--- src/rtl/updown_cnt_tracker_if.sv ---
// Sample/status bundle between the triangle counter tap and the tracker.
// The tracker drives the status side through the slave modport.
interface updown_cnt_tracker_if #(
  parameter int PER_W = 8,
  parameter int ERR_W = 8
) ();
  logic [3:0]       cnt_in;
  logic             cnt_vld;
  logic             clr;
  logic             locked;
  logic             dir;
  logic             peak;
  logic             trough;
  logic             err;
  logic [PER_W-1:0] period_cnt;
  logic [ERR_W-1:0] err_cnt;

  modport master (
    output cnt_in, cnt_vld, clr,
    input  locked, dir, peak, trough, err, period_cnt, err_cnt
  );

  modport slave (
    input  cnt_in, cnt_vld, clr,
    output locked, dir, peak, trough, err, period_cnt, err_cnt
  );
endinterface

--- src/rtl/updown_cnt_tracker.sv ---
// Health monitor for the 4-bit 0->15->0 triangle counter: locks onto the
// sequence, reports direction, peak/trough pulses, periods and violations.
// Define UPDOWN_TRACKER_ERRCNT_EN to build the saturating err_cnt register.
module updown_cnt_tracker #(
  parameter int PER_W = 8,
  parameter int ERR_W = 8
) (
  input  logic                clk,
  input  logic                rst,
  updown_cnt_tracker_if.slave bus
);

  typedef enum logic [1:0] {SYNC, ACQ, UP, DOWN} state_t;

  state_t           state_reg;
  logic [3:0]       prev_reg;
  logic             locked_reg;
  logic             dir_reg;
  logic             peak_reg;
  logic             trough_reg;
  logic             err_reg;
  logic [PER_W-1:0] period_reg;

  logic [3:0] up_exp;
  logic [3:0] dn_exp;
  logic       acq_up;
  logic       acq_dn;
  logic       viol;
  logic       trough_hit;

  // Turnaround points are explicit: 15 is followed by 14 and 0 by 1, never a wrap.
  always_comb begin
    up_exp     = (prev_reg == 4'd15) ? 4'd14 : prev_reg + 4'd1;
    dn_exp     = (prev_reg == 4'd0)  ? 4'd1  : prev_reg - 4'd1;
    acq_up     = (prev_reg != 4'd15) && (bus.cnt_in == prev_reg + 4'd1);
    acq_dn     = (prev_reg != 4'd0)  && (bus.cnt_in == prev_reg - 4'd1);
    viol       = 1'b0;
    trough_hit = 1'b0;
    if (bus.cnt_vld) begin
      case (state_reg)
        ACQ:     viol = (bus.cnt_in != prev_reg) && !acq_up && !acq_dn;
        UP:      viol = (bus.cnt_in != up_exp);
        DOWN:    viol = (bus.cnt_in != dn_exp);
        default: viol = 1'b0;
      endcase
      trough_hit = (state_reg == DOWN) && (prev_reg == 4'd0) && (bus.cnt_in == 4'd1);
    end
  end

  always_ff @(posedge clk) begin
    if (rst) begin
      state_reg  <= SYNC;
      prev_reg   <= 4'd0;
      locked_reg <= 1'b0;
      dir_reg    <= 1'b0;
      peak_reg   <= 1'b0;
      trough_reg <= 1'b0;
      err_reg    <= 1'b0;
    end else begin
      peak_reg   <= 1'b0;
      trough_reg <= 1'b0;
      err_reg    <= 1'b0;
      if (bus.cnt_vld) begin
        prev_reg <= bus.cnt_in;
        case (state_reg)
          SYNC: begin
            state_reg  <= ACQ;
            locked_reg <= 1'b0;
          end
          ACQ: begin
            if (acq_up) begin
              state_reg  <= UP;
              locked_reg <= 1'b1;
              dir_reg    <= 1'b0;
            end else if (acq_dn) begin
              state_reg  <= DOWN;
              locked_reg <= 1'b1;
              dir_reg    <= 1'b1;
            end else if (viol) begin
              err_reg <= 1'b1;
            end
          end
          UP: begin
            if (viol) begin
              state_reg  <= ACQ;
              locked_reg <= 1'b0;
              err_reg    <= 1'b1;
            end else if (prev_reg == 4'd15) begin
              state_reg <= DOWN;
              dir_reg   <= 1'b1;
              peak_reg  <= 1'b1;
            end
          end
          DOWN: begin
            if (viol) begin
              state_reg  <= ACQ;
              locked_reg <= 1'b0;
              err_reg    <= 1'b1;
            end else if (trough_hit) begin
              state_reg  <= UP;
              dir_reg    <= 1'b0;
              trough_reg <= 1'b1;
            end
          end
          default: begin
            state_reg  <= SYNC;
            locked_reg <= 1'b0;
          end
        endcase
      end
    end
  end

  // clr overrides a same-cycle trough increment.
  always_ff @(posedge clk) begin
    if (rst || bus.clr) begin
      period_reg <= '0;
    end else if (trough_hit) begin
      period_reg <= period_reg + 1'b1;
    end
  end

`ifdef UPDOWN_TRACKER_ERRCNT_EN
  logic [ERR_W-1:0] err_cnt_reg;

  always_ff @(posedge clk) begin
    if (rst || bus.clr) begin
      err_cnt_reg <= '0;
    end else if (viol && (err_cnt_reg != {ERR_W{1'b1}})) begin
      err_cnt_reg <= err_cnt_reg + 1'b1;
    end
  end

  assign bus.err_cnt = err_cnt_reg;
`else
  assign bus.err_cnt = '0;
`endif

  assign bus.locked     = locked_reg;
  assign bus.dir        = dir_reg;
  assign bus.peak       = peak_reg;
  assign bus.trough     = trough_reg;
  assign bus.err        = err_reg;
  assign bus.period_cnt = period_reg;

endmodule
--- src/flat_wrapper.sv ---
// flat-port wrapper written by rule: the top's interface ports become plain ports
module updown_cnt_tracker_flat 
#(
  parameter int PER_W = 8,
  parameter int ERR_W = 8
)
  (clk, rst, bus_cnt_in, bus_cnt_vld, bus_clr, bus_locked, bus_dir, bus_peak, bus_trough, bus_err, bus_period_cnt, bus_err_cnt);
  updown_cnt_tracker_if #(.PER_W(PER_W), .ERR_W(ERR_W)) bus_i ();
  input  logic clk;
  input  logic rst;
  input wire logic [$bits(bus_i.cnt_in)-1:0] bus_cnt_in;
  input wire logic [$bits(bus_i.cnt_vld)-1:0] bus_cnt_vld;
  input wire logic [$bits(bus_i.clr)-1:0] bus_clr;
  output wire logic [$bits(bus_i.locked)-1:0] bus_locked;
  output wire logic [$bits(bus_i.dir)-1:0] bus_dir;
  output wire logic [$bits(bus_i.peak)-1:0] bus_peak;
  output wire logic [$bits(bus_i.trough)-1:0] bus_trough;
  output wire logic [$bits(bus_i.err)-1:0] bus_err;
  output wire logic [$bits(bus_i.period_cnt)-1:0] bus_period_cnt;
  output wire logic [$bits(bus_i.err_cnt)-1:0] bus_err_cnt;
  assign bus_i.cnt_in = bus_cnt_in;
  assign bus_i.cnt_vld = bus_cnt_vld;
  assign bus_i.clr = bus_clr;
  assign bus_locked = bus_i.locked;
  assign bus_dir = bus_i.dir;
  assign bus_peak = bus_i.peak;
  assign bus_trough = bus_i.trough;
  assign bus_err = bus_i.err;
  assign bus_period_cnt = bus_i.period_cnt;
  assign bus_err_cnt = bus_i.err_cnt;
  updown_cnt_tracker #(.PER_W(PER_W), .ERR_W(ERR_W)) u_core (.clk(clk), .rst(rst), .bus(bus_i));
endmodule
--- config.mk ---
export PLATFORM = sky130hd
export DESIGN_NAME = updown_cnt_tracker_flat
export DESIGN_NICKNAME = d
export VERILOG_FILES = /design/src/rtl/updown_cnt_tracker_if.sv /design/src/rtl/updown_cnt_tracker.sv /design/src/flat_wrapper.sv
export SDC_FILE = /design/constraint.sdc
export NUM_CORES = 1
export LEC_CHECK = 0
export CAP_MARGIN = 20
export CORE_MARGIN = 2
export CORE_UTILIZATION = 40
export DETAILED_ROUTE_END_ITERATION = 6
export GPL_TIMING_DRIVEN = 0
export PLACE_DENSITY_LB_ADDON = 0.08
export SLEW_MARGIN = 25
export SYNTH_ARGS = -nofsm -noshare
export SYNTH_HDL_FRONTEND = slang
export SYNTH_SLANG_ARGS = --single-unit
export TNS_END_PERCENT = 100
--- constraint.sdc ---
create_clock -name clk -period 2.2 [get_ports clk]
set_input_delay 0.66 -clock clk [delete_from_list [all_inputs] [get_ports clk]]
set_output_delay 0.66 -clock clk [all_outputs]
set_load 0.005 [all_outputs]
Yosys cells after proc, flatten, opt, wreduce, memory -nomap -nowiden

Cells that the tools add are included.

Word-level logic and storage cells: 81
Output and inout port bits: 21
Bits of input ports: 8
Flip-flop bits (word level): 19

Eq/ne operators: 19
Multiplexer cells: 28
Bitwise gates (word level): 3
$add $sub $neg: 3
Reduce and logical (&&, ||, !) cells: 20

Operator list:

| cell                                             | count |
|---|---|
| 2-to-1 mux 1 bit                                 | 15 |
| 2-to-1 mux 2 bit                                 | 6 |
| != test 4 bit                                    | 3 |
| != test 3 x 1 -> 1 bit, second input constant    | 3 |
| one-hot mux 1 bit (3 select lines)               | 3 |
| adder 8 x 1 -> 8 bit, second input constant      | 1 |
| == test 4 bit                                    | 2 |
| 2-to-1 mux 4 bit                                 | 2 |
| one-hot mux 2 bit (4 select lines)               | 1 |
| OR reduction 4 bit                               | 2 |
| AND reduction 7 bit                              | 1 |
| logical AND 1 bit                                | 6 |
| != test 2 x 1 -> 1 bit, second input constant    | 3 |
| adder 4 x 1 -> 4 bit, second input constant      | 1 |
| == test 2 bit, second input constant             | 2 |
| == test 4 x 1 -> 1 bit, second input constant    | 1 |
| == test 4 bit, second input constant             | 1 |
| logical NOT 4 bit                                | 1 |
| != test 2 bit, second input constant             | 2 |
| != test 4 bit, second input constant             | 1 |
| AND reduction 4 bit                              | 1 |
| nonzero test 4 bit                               | 1 |
| OR reduction 2 bit                               | 2 |
| subtractor 4 x 1 -> 4 bit, second input constant | 1 |
| other kinds (8)                                  | 11 |

Depth between registers and ports, before layout

Gate-level depths: netlist (run 1).

Word-level depth: 12
Gate-level depth with buffers: 9
Mapped depth without buffers: 9

Worst setup path after synthesis (run 1)

No wires, ideal clock.

Path type: reg2reg
Start point: register u_core.prev_reg[0]
End point: register u_core.dir_reg (netlist: u_core.bus.dir)
Required time: 2,067 ps
Library setup time: 133 ps
Slack: -71 ps
Period minus slack after synthesis: 2,271 ps
Buffers on the path: 0
Stages on the path, launching flop included: 10
Data arrival time: 2,138 ps
Path through: dfxtp_1 inv_1 ha_1 xnor2_1 nand2_1 or4b_4 or2b_1 nand3_1 nor3b_2 o32ai_1

Word-level cells in the longest chain between the ends: 10
Elaborated cells between the ends (all ways): 32
Classes of those cells: add/sub (2); eq/ne (12); mux (7); reduce/logical (11)

Ends and longest elaborated chain:

| what                                 | RTL line                                           | source |
|---|---|---|
| start, declared                      | updown_cnt_tracker.sv:16                           | `logic [3:0] prev_reg;` |
| start signal, assigned               | updown_cnt_tracker.sv:64                           | `prev_reg <= bus.cnt_in;` |
| adder 4 x 1 -> 4 bit                 | updown_cnt_tracker.sv:33, updown_cnt_tracker.sv:35 |  |
| == test 4 bit                        | updown_cnt_tracker.sv:35                           | `acq_up = (prev_reg != 4'd15) && (bus.cnt_in == prev_reg + 4'd1);` |
| logical AND 1 bit                    | updown_cnt_tracker.sv:35                           |  |
| logical NOT 1 bit                    | updown_cnt_tracker.sv:41                           | `ACQ: viol = (bus.cnt_in != prev_reg) && !acq_up && !acq_dn;` |
| logical AND 1 bit (2 in a row)       | updown_cnt_tracker.sv:41                           |  |
| one-hot mux 1 bit (3 select lines)   | updown_cnt_tracker.sv:40                           | `case (state_reg)` |
| 2-to-1 mux 1 bit                     | updown_cnt_tracker.sv:39                           | `if (bus.cnt_vld) begin` |
| != test 2 bit (no source line)       | n/a                                                |  |
| AND reduction 7 bit (no source line) | n/a                                                |  |
| end signal, assigned                 | updown_cnt_tracker.sv:55                           | `dir_reg <= 1'b0;` |
| end signal, assigned                 | updown_cnt_tracker.sv:74                           | `dir_reg <= 1'b0;` |
| end signal, assigned                 | updown_cnt_tracker.sv:78                           | `dir_reg <= 1'b1;` |
| end, declared                        | updown_cnt_tracker.sv:18                           | `logic dir_reg;` |

Parallel ways exist; a longest one is shown, timed or not.
A chain may end at the register's enable or synchronous reset.

Final worst setup path (run 1)

Start point: register u_core.prev_reg[1]
End point: register u_core.dir_reg (netlist: u_core.bus.dir)

The elaborated chain is that of the path after synthesis.

==> reports/qor_table.md, run 1 <==
| Quantity | Value | Unit |
|:---|:---|:---|
| Status | finished with violations | - |
| Violated checks | setup timing | - |
| Required time of the critical path | 2.38 | ns |
| Final hold slack | 0.499 | ns |
| Via density | 4.90 | - |
| Max Fclk | 0.451 | GHz |
| Starting Density | 40.9 | % |
| Final period utilization | 101 | % |
| Combinational group share of total power | 32.2 | % |
| Sum of net half-perimeters after detailed placement | 2130 | µm |
| CTS Buf Count | 3 | - |
| Net load switching power | 239 | µW |
| Final Hold Viols | 0 | - |
| Placement Setup Slack | -0.796 | ns |
| Antenna Violating Nets Remaining | 0 | - |
| Sink Count | 19 | - |
| Total routing resource utilization after global routing | 15.9 | % |
| Number of flip-flops under the largest register name | 8 | - |
| Power share of the clock group | 21.8 | % |
| Final net count | 196 | - |
| Number of placement rows | 21 | - |
| Clock insertion delay at the later pin of the skew report | 0.29 | ns |
| Critical Path Start Type | flip-flop | - |
| Highest ir drop seen on vdd | 0.272 | mV |
| Number of flops mapped to enable cells by yosys | 0 | - |
| Smallest setup slack after layout | -0.0196 | ns |
| Relative slew margins | 60.8 | % |
| Clock tree from TritonCTS | built | - |
| Worst clock skew on the final layout | 0.00349 | ns |
| Fraction of the yosys area taken by sequential cells | 28.3 | % |
| Number of primary I/O pins | 29 | - |
| Startpoint of the lowest-slack hold path | u_core.bus.dir | - |
| DR iter-0 viols | 21 | - |
| WL/cell | 12.6 | µm |
| Max cap viols | 0 | - |
| Congestion Overflow GR | 0 | - |
| Worst-path maximum fanout | 5 | - |
| Start-to-end type of the worst setup path | flip-flop to flip-flop | - |
| Largest net degree at the start of global routing | 11 | - |
| Area grow syn2layout | 37.3 | % |
| Fraction of final layout cells with drive strength greater than 1 | 33.2 | % |
| Area share of the largest cell type after synthesis | 28.3 | % |
| P per Cell Area | 429 | nW/µm² |
| Cell-internal power | 551 | µW |
| Count of hold buffers inserted by post-cts repair | 0 | - |
| GP Congestion | 0.803 | - |
| Crit. Startpoint | u_core.prev_reg[1] | - |
| Sequential cell fraction of total power | 46.0 | % |
| Unrepaired setup endpoints after global routing | true | - |
| Sequential cell area | 392 | µm² |
| Antenna diode count | 0 | - |
| Multi-input combinational cell area | 1020 | µm² |
| Worst Path Arrival | 2.40 | ns |
| Avg Inst Size Synth | 9.13 | µm² |
| Share of async-settable or async-resettable flops after synthesis | 0 | % |
| Final max-slew violation count | 0 | - |
| Worst r2r path cells | 9 | - |
| Cell taking the most area after synthesis | sky130_fd_sc_hd__dfxtp_1 | - |
| Wire length of the first global-routing pass | 4520 | µm |
| Cells after Synth | 147 | - |
| Die width | 61.9 | µm |
| Critical path capture point type | flip-flop | - |
| Class of the tightest hold or removal check | flip-flop to flip-flop | - |
| Die Area | 3840 | µm² |
| Net switching fraction of the power | 30.3 | % |
| Clock root buffer master | sky130_fd_sc_hd__clkbuf_4 | - |
| Flip-flop and latch count after synthesis | 19 | - |
| Routed wire length | 2900 | µm |
| # setup viols final | 1 | - |
| Most frequently used cell type in the post-synthesis netlist | sky130_fd_sc_hd__dfxtp_1 | - |
| Most common flop cell mapped by yosys | sky130_fd_sc_hd__dfxtp_1 | - |
| Transition time at the pin with the least slew margin | 0.588 | ns |
| Post-synthesis instance area | 1340 | µm² |
| Detailed-router iteration count before antenna repair | 4 | - |
| Detailed-route DRC error count | 0 | - |
| Vias in the first global route | 965 | - |
| Count of buffers inserted at the top-level ports | 19 | - |
| CTS H-tree lvls | 1 | - |
| Clock transition at the registers of the reported paths | 0.10 | ns |
| Top post-synthesis cells by count | 19 x sky130_fd_sc_hd__dfxtp_1, 17 x sky130_fd_sc_hd__nor2_1, 10 x sky130_fd_sc_hd__buf_4, 10 x sky130_fd_sc_hd__xor2_1 | - |
| Via count | 1,128 | - |
| Synthesis warning total | 0 | - |
| Number of inserted filler cells in the final layout | 306 | - |
| Static leakage | 0.705 | nW |
| Core Footprint | 3280 | µm² |
| FF-to-FF Start | u_core.prev_reg[1] | - |
| Initial antenna violation count | 0 | - |
| Worst hold path stage count | 2 | - |
| Bufs on Longest Clock Path | 2 | - |
| Post-layout minimum cycle time | 2.22 | ns |
| Main area contributors after synthesis | sky130_fd_sc_hd__dfxtp_1 28%, sky130_fd_sc_hd__xor2_1 6.5%, sky130_fd_sc_hd__buf_4 5.6% | - |
| Die H | 61.9 | µm |
| Unique masters post-synth | 52 | - |
## stage by stage
stage | std cells | power [mW] | util, % | cell area [µm²] | TNS (ns)
after detailed placement | 219 | 0.580 | 49.7 | 1630 | -6.97
after global routing | 230 | 0.840 | 56.1 | 1840 | -0.385
after floorplan | 154 | 0.528 | - | 1380 | -0.00118
final | 230 | 0.790 | 56.1 | 1840 | -0.0196
after global placement | 219 | 0.576 | 49.7 | 1630 | -6.64
after CTS | 227 | 0.776 | 53.3 | 1750 | -0.0262
## path summary, 6_finish.rpt
check                   end  slack [ns]
max          u_core.bus.dir       -0.02
min          u_core.bus.dir        0.50
max reg2reg  u_core.bus.dir       -0.02
min reg2reg  u_core.bus.dir        0.50
## cells by family after synthesis
| family | after synthesis | share of synthesized area, % |
|---|---|---|
| simple gates | 61 | 28.1 |
| xor+xnor | 18 | 13.1 |
| mux | 8 | 6.15 |
| buf+inv | 18 | 8.48 |
| flops | 19 | 28.3 |
| other cells | 1 | 0.279 |
| fa+ha+maj | 3 | 2.80 |
| compound gates | 19 | 12.7 |
## power groups by stage
stage          clock, mW  combinational, mW  sequential, mW
2_1_floorplan          0              0.156           0.371
3_3_place_gp           0              0.204           0.372
3_5_place_dp           0              0.208           0.373
4_1_cts            0.185              0.227           0.364
5_1_grt            0.196              0.278           0.366
6_report           0.172              0.255           0.364
## placed cells by master (no fill, tap or decap), drive strengths merged, types with 3 or more instances in the layout
master         count
conb               8
xnor2              8
inv                3
ha                 3
clkdlybuf4s50     15
nand3              7
clkbuf             8
buf               20
nor3b              6
mux2i              6
a21oi              4
nand2              8
o21ai              3
nor2              17
dfxtp             19
xor2              10
nand4              3
## routing by layer
layer  routed length, µm  GRT usage, %  vias to the layer above  part of all wire, %
met1                1370          21.9                      531                   47
met3                 148          3.73                        2                  5.1
li1                    -             -                      571                    -
met4                  13          2.74                        0                 0.45
met2                1370          25.7                       24                   47
met5                   0             0                        -                    0
## area by class of cell
cell class,count,share of cell area [%]
Multi-Input combinational cell,117,55.3
Timing Repair Buffer,26,12.6
Inverter,3,0.611
Clock buffer,4,1.43
Sequential cell,19,21.2
Tap cell,46,3.12
Buffer,15,5.70
## worst max-delay path: stages, from the launching register on
cell,delay (ns)
sky130_fd_sc_hd__dfxtp_4,0.39
sky130_fd_sc_hd__inv_2,0.05
sky130_fd_sc_hd__ha_4,0.29
sky130_fd_sc_hd__xnor2_4,0.12
sky130_fd_sc_hd__nand2_1,0.07
sky130_fd_sc_hd__or4b_4,0.55
sky130_fd_sc_hd__or2b_1,0.19
sky130_fd_sc_hd__nand3_2,0.10
sky130_fd_sc_hd__nor3b_4,0.24
sky130_fd_sc_hd__o32ai_2,0.11
## what timing repair did
item                                    CTS  global route
pin swaps                                 6            11
setup buffers                             4             3
gates resized for setup                  21            18
endpoints found under the setup margin    9             4
cloned                                    0             0
No activity file was read; power rests on OpenSTA's default activity.
==> inputs of run 2 (changes only) <==
==> constraint.sdc (replaced) <==
create_clock -name clk -period 2.2 [get_ports clk]
set_input_delay 0.22 -clock clk [delete_from_list [all_inputs] [get_ports clk]]
set_output_delay 0.22 -clock clk [all_outputs]
set_load 0.005 [all_outputs]
==> run 2 against run 1 <==
  * Sequential power is essentially flat
  * Critical endpoint unchanged
  * Design area is 2.8% higher
  * Register-to-register slack worse by 0.02 ns
  * Power rose by 3.4%
  * Critical path depth did not move
  * The run still ends with setup timing left
  * Cell count is 1.3% higher
==> reports/qor_table.md, run 2 (synthesized netlist as in run 1, its figures left out) <==
| Quantity | Value | Unit | Change |
|:---|:---|:---|:---|
| Cell-internal power | 561 | µW | +1.7% |
| Worst r2r path cells | 9 | - | unchanged |
| Transition time at the pin with the least slew margin | 0.610 | ns | +0.0216 ns |
| Met3 WL post-DR | 114 | µm | -23% |
| Count of buffers inserted at the top-level ports | 19 | - | unchanged |
| Wire length of the first global-routing pass | 4800 | µm | +6.3% |
| Smallest setup slack after layout | -0.0351 | ns | -0.0155 ns |
| FF-to-FF Start | u_core.prev_reg[0] | - |  |
| Violated checks | setup timing | - |  |
| Fraction of final layout cells with drive strength greater than 1 | 34.2 | % | +1.1 points |
| Die H | 61.9 | µm | unchanged |
| # setup viols final | 1 | - | unchanged |
| Final hold slack | 0.399 | ns | -0.0993 ns |
| Combinational group share of total power | 33.8 | % | +1.6 points |
| Critical Path Start Type | flip-flop | - |  |
| Die width | 61.9 | µm | unchanged |
| Worst Path Arrival | 2.42 | ns | +0.02 ns |
| Sequential cell fraction of total power | 44.6 | % | -1.4 points |
| Max cap viols | 0 | - | unchanged |
| Chain of cells forming the critical path | inv_4 > ha_4 > xnor2_4 > nand2_1 > or4b_4 > or2b_1 > nand3_2 > nor3b_4 > o32ai_2 | - |  |
| Number of placement rows | 21 | - | unchanged |
| Power share of the clock group | 21.6 | % | -0.2 points |
| CTS H-tree lvls | 1 | - | unchanged |
| Worst hold path stage count | 3 | - | +1 |
| DR iter-0 viols | 37 | - | +76% |
| Detailed-route DRC error count | 0 | - | unchanged |
| Start-to-end type of the worst setup path | flip-flop to flip-flop | - |  |
| Clock insertion delay at the later pin of the skew report | 0.30 | ns | about the same |
| Via density | 4.93 | - | +0.46% |
| Required time of the critical path | 2.38 | ns | about the same |
| Placed inst area | 1630 | µm² | -0.38% |
| Standard cell with the maximum stage delay on the critical path | sky130_fd_sc_hd__or4b_4 | - |  |
| Critical path capture point type | flip-flop | - |  |
| Status | finished with violations | - |  |
| Number of primary I/O pins | 29 | - | unchanged |
| Clock tree from TritonCTS | built | - |  |
| Unrepaired setup endpoints after global routing | true | - |  |
| Largest net degree at the start of global routing | 12 | - | +1 |
| Highest ir drop seen on vdd | 0.493 | mV | +82% |
| Worst-path maximum fanout | 5 | - | unchanged |
| Static leakage | 0.744 | nW | +5.6% |
| Clock root buffer master | sky130_fd_sc_hd__clkbuf_4 | - |  |
| Detailed-router iteration count before antenna repair | 4 | - | unchanged |
| Vias in the first global route | 1,001 | - | +3.7% |
| Antenna Violating Nets Remaining | 0 | - | unchanged |
| Final Hold Viols | 0 | - | unchanged |
| Sink Count | 19 | - | unchanged |
| Largest stage delay on the critical path | 0.55 | ns | about the same |
| Clock transition at the registers of the reported paths | 0.11 | ns | about the same |
| Antenna diode count | 0 | - | unchanged |
| Highest layer used for signal routing | met4 | - |  |
| Final period utilization | 102 | % | +0.70 points |
| Number of flip-flops under the largest register name | 8 | - | unchanged |
| Total routing resource utilization after global routing | 17.4 | % | +1.5 points |
| WL/cell | 13.3 | µm | +5.9% |
| Reg-to-reg critical path endpoint | u_core.bus.dir | - |  |
| Initial antenna violation count | 0 | - | unchanged |
| Worst clock skew on the final layout | 0.00768 | ns | +0.00419 ns |
| Leading cell type in the layout, fill and taps excluded | sky130_fd_sc_hd__buf_4 | - |  |
| Net load switching power | 257 | µW | +7.3% |
| Relative slew margins | 59.3 | % | -1.4 points |
| Final max-slew violation count | 0 | - | unchanged |
| Final net count | 199 | - | +1.5% |
| Class of the tightest hold or removal check | input port to flip-flop | - |  |
| P per Cell Area | 431 | nW/µm² | +0.60% |
| Routed wire length | 3110 | µm | +7.3% |
| Bufs on Longest Clock Path | 2 | - | unchanged |
| R2r setup slk | -0.04 | ns | -0.02 ns |
| Net switching fraction of the power | 31.4 | % | +1.1 points |
| Commonest cells after routing, fill and taps aside | 20 x sky130_fd_sc_hd__buf_4, 18 x sky130_fd_sc_hd__clkdlybuf4s50_1, 17 x sky130_fd_sc_hd__nor2_1 | - |  |
| Core Footprint | 3280 | µm² | unchanged |
| Length of routed met2 wiring | 1590 | µm | +16% |
| Final design utilization | 57.7 | % | +1.6 points |
| Wire length on met1 | 1370 | µm | about the same |
| Sum of net half-perimeters after detailed placement | 2050 | µm | -3.7% |
| Hold path endpoint | u_core.prev_reg[2] | - |  |
| Die Area | 3840 | µm² | unchanged |
| Via count | 1,148 | - | +1.8% |
| Starting Density | 40.9 | % | unchanged |
| Startpoint of the lowest-slack hold path | bus_cnt_in[2] | - |  |
| Setup Total Neg Slack | -0.0351 | ns | -0.0155 ns |
| Post-layout minimum cycle time | 2.24 | ns | +0.0155 ns |
| Max Fclk | 0.447 | GHz | -0.69% |
| Post-Layout Inst Area | 1890 | µm² | +2.8% |
| CTS Buf Count | 3 | - | unchanged |
| GP Congestion | 0.782 | - | -2.6% |
| Count of hold buffers inserted by post-cts repair | 0 | - | unchanged |
| Congestion Overflow GR | 0 | - | unchanged |
| Area grow syn2layout | 41.1 | % |  |
## run 2: metrics by stage
stage	power, mW	setup slack (ns)	std cells
floorplan	0.527	0.000211	154
global route	0.876	-0.125	233
global placement	0.575	-0.326	219
CTS	0.802	-0.0328	231
detailed placement	0.579	-0.332	219
finish	0.817	-0.0351	233
## run 2: worst max-delay path by stage
stage | startpoint | endpoint | slack (ns) | depth (start not counted)
global route | u_core.prev_reg[0] | u_core.bus.dir | -0.13 | 9
global placement | bus_cnt_in[2] | u_core.bus.dir | -0.33 | 8
CTS | u_core.prev_reg[1] | u_core.bus.dir | -0.03 | 9
floorplan | u_core.prev_reg[1] | u_core.bus.dir | 0.0002 | 9
detailed placement | bus_cnt_in[2] | u_core.bus.dir | -0.33 | 8
finish | u_core.prev_reg[0] | u_core.bus.dir | -0.04 | 9
## run 2: layout make-up
cell class,count,area [µm²]
buffer,15,103
clock buffer,3,22.5
fill,280,1390
tap,46,57.6
multi-input combinational,117,1030
sequential,19,390
clock inverter,1,5.00
timing repair buffer,29,268
inverter,3,13.8
## run 2: per-layer routing
layer  up-vias  GRT usage, %
li1        578             -
met1       544          22.8
met2        22          28.7
met3         4          5.18
met4         0          2.74
met5         -             0
## run 2: what timing repair did
item                                    4_1_cts  5_1_grt
pin swaps                                     9        9
endpoints found under the hold margin         0        0
resized for setup                            18       15
endpoints found under the setup margin        9        6
buffers inserted                              8        2
## run 2: power groups by stage
stage	logic [mW]	registers, mW	clock network [mW]
4_1_cts	0.252	0.363	0.186
3_3_place_gp	0.203	0.372	0
5_1_grt	0.301	0.367	0.208
3_5_place_dp	0.207	0.372	0
2_1_floorplan	0.156	0.371	0
6_report	0.276	0.365	0.177
## run 2: worst max-delay path: cells and delay by family (launching register included)
| kind | cells | cell delay, ns |
|---|---|---|
| adder cells (fa/ha/maj) | 1 | 0.29 |
| flip-flops | 1 | 0.41 |
| XOR/XNOR | 1 | 0.12 |
| AND/OR/NAND/NOR | 5 | 1.15 |
| buffers and inverters | 1 | 0.05 |
| AO/OA/AOI/OAI | 1 | 0.11 |
